### config.mk
export PLATFORM = sky130hd
export DESIGN_NAME = mips_scoreboard
export DESIGN_NICKNAME = d
export VERILOG_FILES = /design/src/rtl/mips_pkg.sv /design/src/rtl/sb_reg_counter.sv /design/src/rtl/mips_scoreboard.sv
export SDC_FILE = /design/constraint.sdc
export NUM_CORES = 1
export LEC_CHECK = 0
export CAP_MARGIN = 30
export CORE_MARGIN = 2
export CORE_UTILIZATION = 55
export CTS_BUF_LIST = sky130_fd_sc_hd__clkbuf_16
export DETAILED_ROUTE_END_ITERATION = 12
export PLACE_DENSITY = 0.86
export SLEW_MARGIN = 15
export SYNTH_ARGS = -nofsm -noshare
export SYNTH_HDL_FRONTEND = slang
export SYNTH_SLANG_ARGS = --single-unit
### constraint.sdc
create_clock -name clk -period 2.8 [get_ports clk]
set_clock_uncertainty 0.2 [all_clocks]
set_input_delay 0.28 -clock clk [delete_from_list [all_inputs] [get_ports clk]]
set_output_delay 0.28 -clock clk [all_outputs]
set_load 0.02 [all_outputs]
### src/rtl/mips_pkg.sv
// Shared MIPS definitions: register-file geometry and the scoreboard's default latency width.
package mips_pkg;

   localparam int REG_ADDR_W = 5;
   localparam int NUM_REGS   = 32;
   localparam int DEF_LAT_W  = 2;

   typedef logic [REG_ADDR_W-1:0] reg_addr_t;

   localparam reg_addr_t REG_ZERO = 5'd0;

endpackage

### src/rtl/sb_reg_counter.sv
// Countdown for one register's pending write; busy while the count is nonzero.
module sb_reg_counter
   import mips_pkg::*;
#(
   parameter int LAT_W = DEF_LAT_W
) (
   input  logic             clk,
   input  logic             rst_n,
   input  logic             flush,
   input  logic             load,
   input  logic [LAT_W-1:0] load_val,
   output logic             busy
);

   logic [LAT_W-1:0] r_cnt;

   // Flush beats a new reservation, which beats the normal countdown.
   always_ff @(posedge clk or negedge rst_n) begin
      if (!rst_n) begin
         r_cnt <= {LAT_W{1'b0}};
      end else if (flush) begin
         r_cnt <= {LAT_W{1'b0}};
      end else if (load) begin
         r_cnt <= load_val;
      end else if (r_cnt != {LAT_W{1'b0}}) begin
         r_cnt <= r_cnt - {{(LAT_W-1){1'b0}}, 1'b1};
      end else begin
         r_cnt <= {LAT_W{1'b0}};
      end
   end

   assign busy = (r_cnt != {LAT_W{1'b0}});

endmodule

### src/rtl/mips_scoreboard.sv
// Register-hazard scoreboard for the issue stage: RAW/WAW stall on registers with pending results.
// Optional stall statistics counter enabled by defining SCOREBOARD_STATS_EN.
module mips_scoreboard
   import mips_pkg::*;
#(
   parameter int LAT_W   = DEF_LAT_W,
   parameter int STATS_W = 32
) (
   input  logic               clk,
   input  logic               rst_n,
   input  logic               flush,
   input  logic               issue_valid,
   input  logic [4:0]         issue_rs,
   input  logic [4:0]         issue_rt,
   input  logic               issue_uses_rt,
   input  logic               issue_wr_en,
   input  logic [4:0]         issue_wr_addr,
   input  logic [LAT_W-1:0]   issue_lat,
   output logic               stall,
   output logic [31:0]        busy_mask
`ifdef SCOREBOARD_STATS_EN
   ,
   output logic [STATS_W-1:0] stall_count
`endif
);

   logic [NUM_REGS-1:0] w_busy;
   logic [NUM_REGS-1:0] w_load;
   logic                w_stall;
   logic                w_accept;

   if (STATS_W < 1) begin : g_bad_stats_w
      $error("mips_scoreboard: STATS_W must be at least 1");
   end

   // r0 is hardwired, so it never holds a reservation and never stalls.
   assign w_busy[REG_ZERO] = 1'b0;
   assign w_load[REG_ZERO] = 1'b0;

   for (genvar i = 1; i < NUM_REGS; i++) begin : g_reg
      localparam reg_addr_t ADDR = reg_addr_t'(i);

      assign w_load[i] = w_accept & issue_wr_en & (issue_wr_addr == ADDR) &
                         (issue_lat != {LAT_W{1'b0}});

      sb_reg_counter #(
         .LAT_W    (LAT_W)
      ) u_cnt (
         .clk      (clk),
         .rst_n    (rst_n),
         .flush    (flush),
         .load     (w_load[i]),
         .load_val (issue_lat),
         .busy     (w_busy[i])
      );
   end

   // Hazard check: RAW on rs/rt, WAW on the destination.
   always_comb begin
      w_stall = 1'b0;
      if (issue_valid) begin
         w_stall = w_busy[issue_rs] |
                   (issue_uses_rt & w_busy[issue_rt]) |
                   (issue_wr_en & w_busy[issue_wr_addr]);
      end else begin
         w_stall = 1'b0;
      end
   end

   assign w_accept  = issue_valid & ~w_stall & ~flush;
   assign stall     = w_stall;
   assign busy_mask = w_busy;

`ifdef SCOREBOARD_STATS_EN
   logic [STATS_W-1:0] r_stall_count;

   // Saturating count of stalled, non-flushed cycles.
   always_ff @(posedge clk or negedge rst_n) begin
      if (!rst_n) begin
         r_stall_count <= {STATS_W{1'b0}};
      end else if (w_stall & ~flush & (r_stall_count != {STATS_W{1'b1}})) begin
         r_stall_count <= r_stall_count + {{(STATS_W-1){1'b0}}, 1'b1};
      end else begin
         r_stall_count <= r_stall_count;
      end
   end

   assign stall_count = r_stall_count;
`endif

endmodule

==> impl_metrics.ini, run 1 <==
[cells_and_area]
fin_util_pct = 76.8
stdcell_count = 734
syn2layout_area_growth_pct = 34.0
antenna-diode-count = 0
n_fill_cell = 520
largest_register = g.u_cnt.r_cnt
largestRegisters = g.u_cnt.r_cnt: 62 flops
nets = 650
largest_reg_flops = 62
drive_above_1_share_pct = 33.1

[synth]
synth-edff-count = 0
yosys_register_bits = 62
syn_inst = 510
netlist_area_um2 = 4470
syn_area_per_cell_um2 = 8.77
syn_nets = 533
synthFlopType = dfrtp_1
yosysWarnings = 0
synth_top_area_share_pct = 34.7
ys_seq_area_share_pct = 34.7
yosysUniqueCellTypes = 50
synth_top_cells_by_area = dfrtp_1, o22ai_2, buf_4
yosys.area.top_type = dfrtp_1
synthArstFlopShare_pct = 100

[status]
violations = negative setup slack
status = finished, violations left

[floorplanning]
ios = 56
die_h_um = 94.2
die_w_um = 94.2
start_util_pct = 57.3
dieArea_um2 = 8870
core-area_um2 = 7810
num_rows = 32

[timing]
finalSetupViolCount = 7
finalSetupTns_ns = -0.145
hold_viol_final = 0
slew_viol_final = 0
relSlewSlack_pct = 54.8
max_freq_mhz = 351
hold_ws_ns = 0.322
layout_worst_path_cycle_share_pct = 102
period_minus_slack_ns = 2.85
tightestPinTransition_ns = 0.679
timing.final.ws_setup_ns = -0.0511
rsz0062_at_grt = true

[pwr]
vdd_ir_drop_max_mv = 0.267
p_per_area_nw_per_um2 = 386
p_leak_nw = 2.63

[global_route]
use_met1_pct = 43.6
grtUsageMet3_pct = 6.26
grt_pass1_wl_um = 23300
grtUsageMet2_pct = 57.6
first_global_vias = 4521
grt_start_max_net_pins = 36
top_usage_layer = met2
grt_use_total_pct = 34.9
antenna_found_initial = 0
grt_overflow = 0

[placement]
port-buffer-count = 54
dp_slack_ns = -0.695
dp.cells = 714
dp.final_hpwl_um = 10500
place_congestion = 0.952

[critical_path]
crit_path_end_kind = output port
crit_slowest_cell = mux4_2
start_kind = register
worstPathArrival_ns = 2.37
path_cells = or2_4 > mux4_2 > a2111oi_4 > nand4b_1 > nand2_1 > o21a_1 > buf_6
worst-path-buf-inv = 1
cpPeakStageDelay_ns = 0.50
critPathTopFamily = simple AND/OR/NAND/NOR gates
cp.required_ns = 2.32
worstPathMaxFanout = 2
critical_path_class = register to output port

[detailed_routing]
vias_per_cell = 6.17
dr.pass1.iters = 6
route.vias.total = 4526
wirelength_um = 14700
postRouteAntennaNets = 0
drt_iter0_drc = 532
drcViolationCount = 0
detail_route.wl_per_cell_um = 20.1

[clock_tree]
tritoncts = built
path_clk_slew_ns = 0.06
cts_inserted_buffers = 9
root_buffer = clkbuf_16
clock_sinks = 62
cts_max_level = 3
cts_buffer_depth = 2
clkLatencyLatePin_ns = 0.33

[worst_hold_path]
min_path_type = input port to async pin

[job]
maxCapViolations = 0
==> cells in the final DEF, fill, tap and decap left out, types with 17 or more instances in the layout <==
cell             netlist  final
buf_4                 32    107
nand2_1               64     64
dfrtp_1               62     62
clkdlybuf4s50_1        0     48
inv_1                 45     47
o22ai_2               40     40
nor2_1                42     39
nand2b_1              27     26
nor3_1                24     23
o31ai_1               19     17
==> metal layers <==
layer  vias to the layer above  wire length (um)
met4                         0               712
li1                       1991                 -
met2                       328              7040
met3                        69              1470
met5                         -                 0
met1                      2138              5520
==> area by class of cell <==
class                      count  area (um^2)  share of cell area, %
clock buffer                   9          225                   3.76
clock inverter                 7         57.6                  0.960
inverter                      45          169                   2.82
multi-input combinational    341         2420                   40.4
sequential                    62         1550                   25.9
tap                          102          128                   2.13
timing repair buffer         168         1440                   24.0
==> cells by family (layout without fill, tap and decap cells) <==
family / count (synthesis) / after routing / synth area share, %
muxes: 10 / 10 / 5.04
and+or+nand+nor: 220 / 220 / 25.3
DFF: 62 / 62 / 34.7
buffers and inverters: 107 / 229 / 12.8
AOI/OAI and AO/OA: 110 / 110 / 22.1
other: 1 / 1 / 0.0838
==> synth_stat cells, drive strengths merged, types with 4 or more instances <==
cell type,n
a21oi,16
and2,4
buf,47
clkbuf,15
dfrtp,62
inv,45
mux4,10
nand2,64
nand2b,27
nand3,4
nand3b,13
nor2,42
nor2b,7
nor3,24
o21ai,11
o22ai,42
o31ai,20
or2,12
or3b,8
==> report_power, final <==
part	internal (mW)	switching [mW]
combinational	0.147	0.188
sequential	0.897	0.000572
clock	0.674	0.406
==> through the flow <==
step           power [mW]  instance area, um^2
2_1_floorplan        1.07                 4470
3_3_place_gp         1.22                 5610
3_5_place_dp         1.22                 5610
4_1_cts              2.30                 5970
5_1_grt              2.38                 6000
6_report             2.31                 6000
==> path summary, 6_finish.rpt <==
path                       slack [ns]                       end  cells past startpoint                startpoint
hold / removal                   0.32  g_reg[22].u_cnt.r_cnt[1]                      2                     rst_n
max in group asynchronous        1.44   g_reg[7].u_cnt.r_cnt[1]                      3                     rst_n
setup reg to reg                -0.02  g_reg[25].u_cnt.r_cnt[0]                      8  g_reg[28].u_cnt.r_cnt[1]
setup / recovery                -0.05                     stall                      7  g_reg[28].u_cnt.r_cnt[1]
hold reg to reg                  0.33  g_reg[30].u_cnt.r_cnt[0]                      1  g_reg[30].u_cnt.r_cnt[0]
min in group clk                 0.33  g_reg[30].u_cnt.r_cnt[0]                      1  g_reg[30].u_cnt.r_cnt[0]
==> repair_timing <==
action / CTS / global route
pin swaps: 3 / 0
hold buffers: 1 / 0
hold endpoints to repair: 27 / 0
buffers inserted: 2 / 0
cloned: 1 / 0
gates resized for setup: 23 / 5
setup endpoints to repair: 60 / 21
No activity file was read; power rests on OpenSTA's default activity.
==> run 2: changes to the inputs <==
- CORE_UTILIZATION: 55 -> 51
- CTS_CLUSTER_SIZE: unset -> 16
- PLACE_DENSITY: 0.86 -> 0.84
- clock period: 2.8 -> 2.5 ns (I/O delays scaled with it)
==> run 2 against run 1 <==
The flow still finishes with violations (negative setup slack). Global-route usage is 1.3 points higher. Combinational power is 35% higher. Routed wire length is 18% higher. Die area is 7.5% higher. Non-clock buffer count is 42 higher. Sequential power is 12% higher. Critical path depth is 2 higher. Final cell count is 6.5% higher. Flip-flop and latch count stayed put. Critical path type is now register to register. Largest cell class unchanged. Highest routed layer unchanged.
==> impl_metrics.ini, run 2 (synthesized netlist as in run 1, its figures left out) <==
[status]
status = finished, violations left
violations = negative setup slack

[floorplanning]
die_h_um = 97.7
ios = 56
dieArea_um2 = 9540
core-area_um2 = 8590
start_util_pct = 52.1
num_rows = 34
die_w_um = 97.7

[global_route]
grt_pass1_wl_um = 26600
grt_start_max_net_pins = 40
antenna_found_initial = 0
grt_use_total_pct = 36.2
grt_overflow = 0
first_global_vias = 5020

[cells_and_area]
antenna-diode-count = 0
syn2layout_area_growth_pct = 50.2
seq_area_um2 = 1550
stdcell_count = 782
stdcell_area_um2 = 6720
layout_commonest_cell = buf_4
largestRegisters = g.u_cnt.r_cnt: 62 flops
nets = 692
multi_input_comb_area_um2 = 2650
n_fill_cell = 534
largest_register = g.u_cnt.r_cnt
layout_common_cells = buf_4, nand2_1, dfrtp_1
largest_reg_flops = 62
drive_above_1_share_pct = 41.4

[detailed_routing]
route.vias.total = 4913
drt_iter0_drc = 472
detail_route.wl_per_cell_um = 22.3
dr.pass1.iters = 6
postRouteAntennaNets = 0
drcViolationCount = 0
vias_per_cell = 6.28
wirelength_um = 17400

[critical_path]
worstPathMaxFanout = 6
reg2reg_from = g_reg[28].u_cnt.r_cnt[0]
cp.required_ns = 2.54
worstPathArrival_ns = 2.97
crit_path_end_kind = register
cp-startpoint = g_reg[28].u_cnt.r_cnt[0]
reg2reg_depth = 9
critical_path_class = register to register
start_kind = register

[timing]
tightestPinTransition_ns = 0.692
layout_worst_path_cycle_share_pct = 117
relSlewSlack_pct = 53.7
slew_viol_final = 0
timing.final.ws_setup_ns = -0.427
max_freq_mhz = 342
hold_viol_final = 0
rsz0062_at_grt = true
period_minus_slack_ns = 2.93
finalSetupViolCount = 63
hold_ws_ns = 0.240

[clock_tree]
cts_buffer_depth = 2
tritoncts = built
clkLatencyLatePin_ns = 0.35
cts_inserted_buffers = 9
cts_max_level = 3
clock_sinks = 62
root_buffer = clkbuf_16
path_clk_slew_ns = 0.06

[placement]
dp.final_hpwl_um = 11100
port-buffer-count = 54
place_congestion = 0.984
dpl_cell_area_um2 = 5760
dp_slack_ns = -0.918
dp.cells = 741

[pwr]
vdd_ir_drop_max_mv = 0.431
p_leak_nw = 2.96
p_per_area_nw_per_um2 = 422

[job]
maxCapViolations = 0

[worst_hold_path]
min_path_type = input port to async pin
## run 2: repair_timing
item,4_1_cts,5_1_grt
pin swaps,15,1
resized for setup,65,17
gates cloned,5,0
buffers inserted,13,6
hold buffers,1,0
setup endpoints to repair,63,63
endpoints found under the hold margin,23,0
## run 2: final cells by class
type                            count  area share [%]
Tap cell                          108            2.01
Multi-Input combinational cell    341            39.4
Timing Repair Buffer              210            28.2
Clock inverter                      7            1.34
Inverter                           45            2.51
Sequential cell                    62            23.1
Clock buffer                        9            3.35
## run 2: metrics by stage
stage	power (mW)	TNS (ns)	utilization, %
2_1_floorplan	1.20	-0.242	-
3_3_place_gp	1.38	-38.04	67.0
3_5_place_dp	1.38	-38.02	67.0
4_1_cts	2.77	-13.24	76.5
5_1_grt	2.89	-25.32	78.2
6_report	2.83	-18.56	78.2
## run 2: final timing paths
check	end	slack, ns
setup reg to reg	g_reg[21].u_cnt.r_cnt[0]	-0.43
hold / removal	g_reg[9].u_cnt.r_cnt[1]	0.24
hold reg to reg	g_reg[5].u_cnt.r_cnt[0]	0.33
min in group clk	g_reg[5].u_cnt.r_cnt[0]	0.33
max in group asynchronous	g_reg[4].u_cnt.r_cnt[1]	1.23
setup / recovery	g_reg[21].u_cnt.r_cnt[0]	-0.43
## run 2: worst max-delay path: stages, from the launching register on
cell and delay, ns:
dfrtp_1 0.39, or2_4 0.26, mux4_2 0.52, a2111oi_4 0.29, nand4b_1 0.23, and4_4 0.27
nand3_4 0.13, buf_12 0.18, buf_8 0.13, o31ai_2 0.23
## run 2: layer usage
metal  GRT usage, %  share of wire [%]  routed length (um)
met1           43.0                 35                6090
met2           60.8                 48                8340
met3           7.91                 10                1780
met4           20.0                7.1                1230
met5              0                  0                   0
## run 2: report_power, final
part | internal [mW] | switching [mW] | leakage (nW) | total [mW]
clock network | 0.867 | 0.509 | 0.157 | 1.38
logic | 0.204 | 0.250 | 1.94 | 0.454
registers | 1.00 | 0.000629 | 0.867 | 1.01
total | 2.08 | 0.759 | 2.96 | 2.83
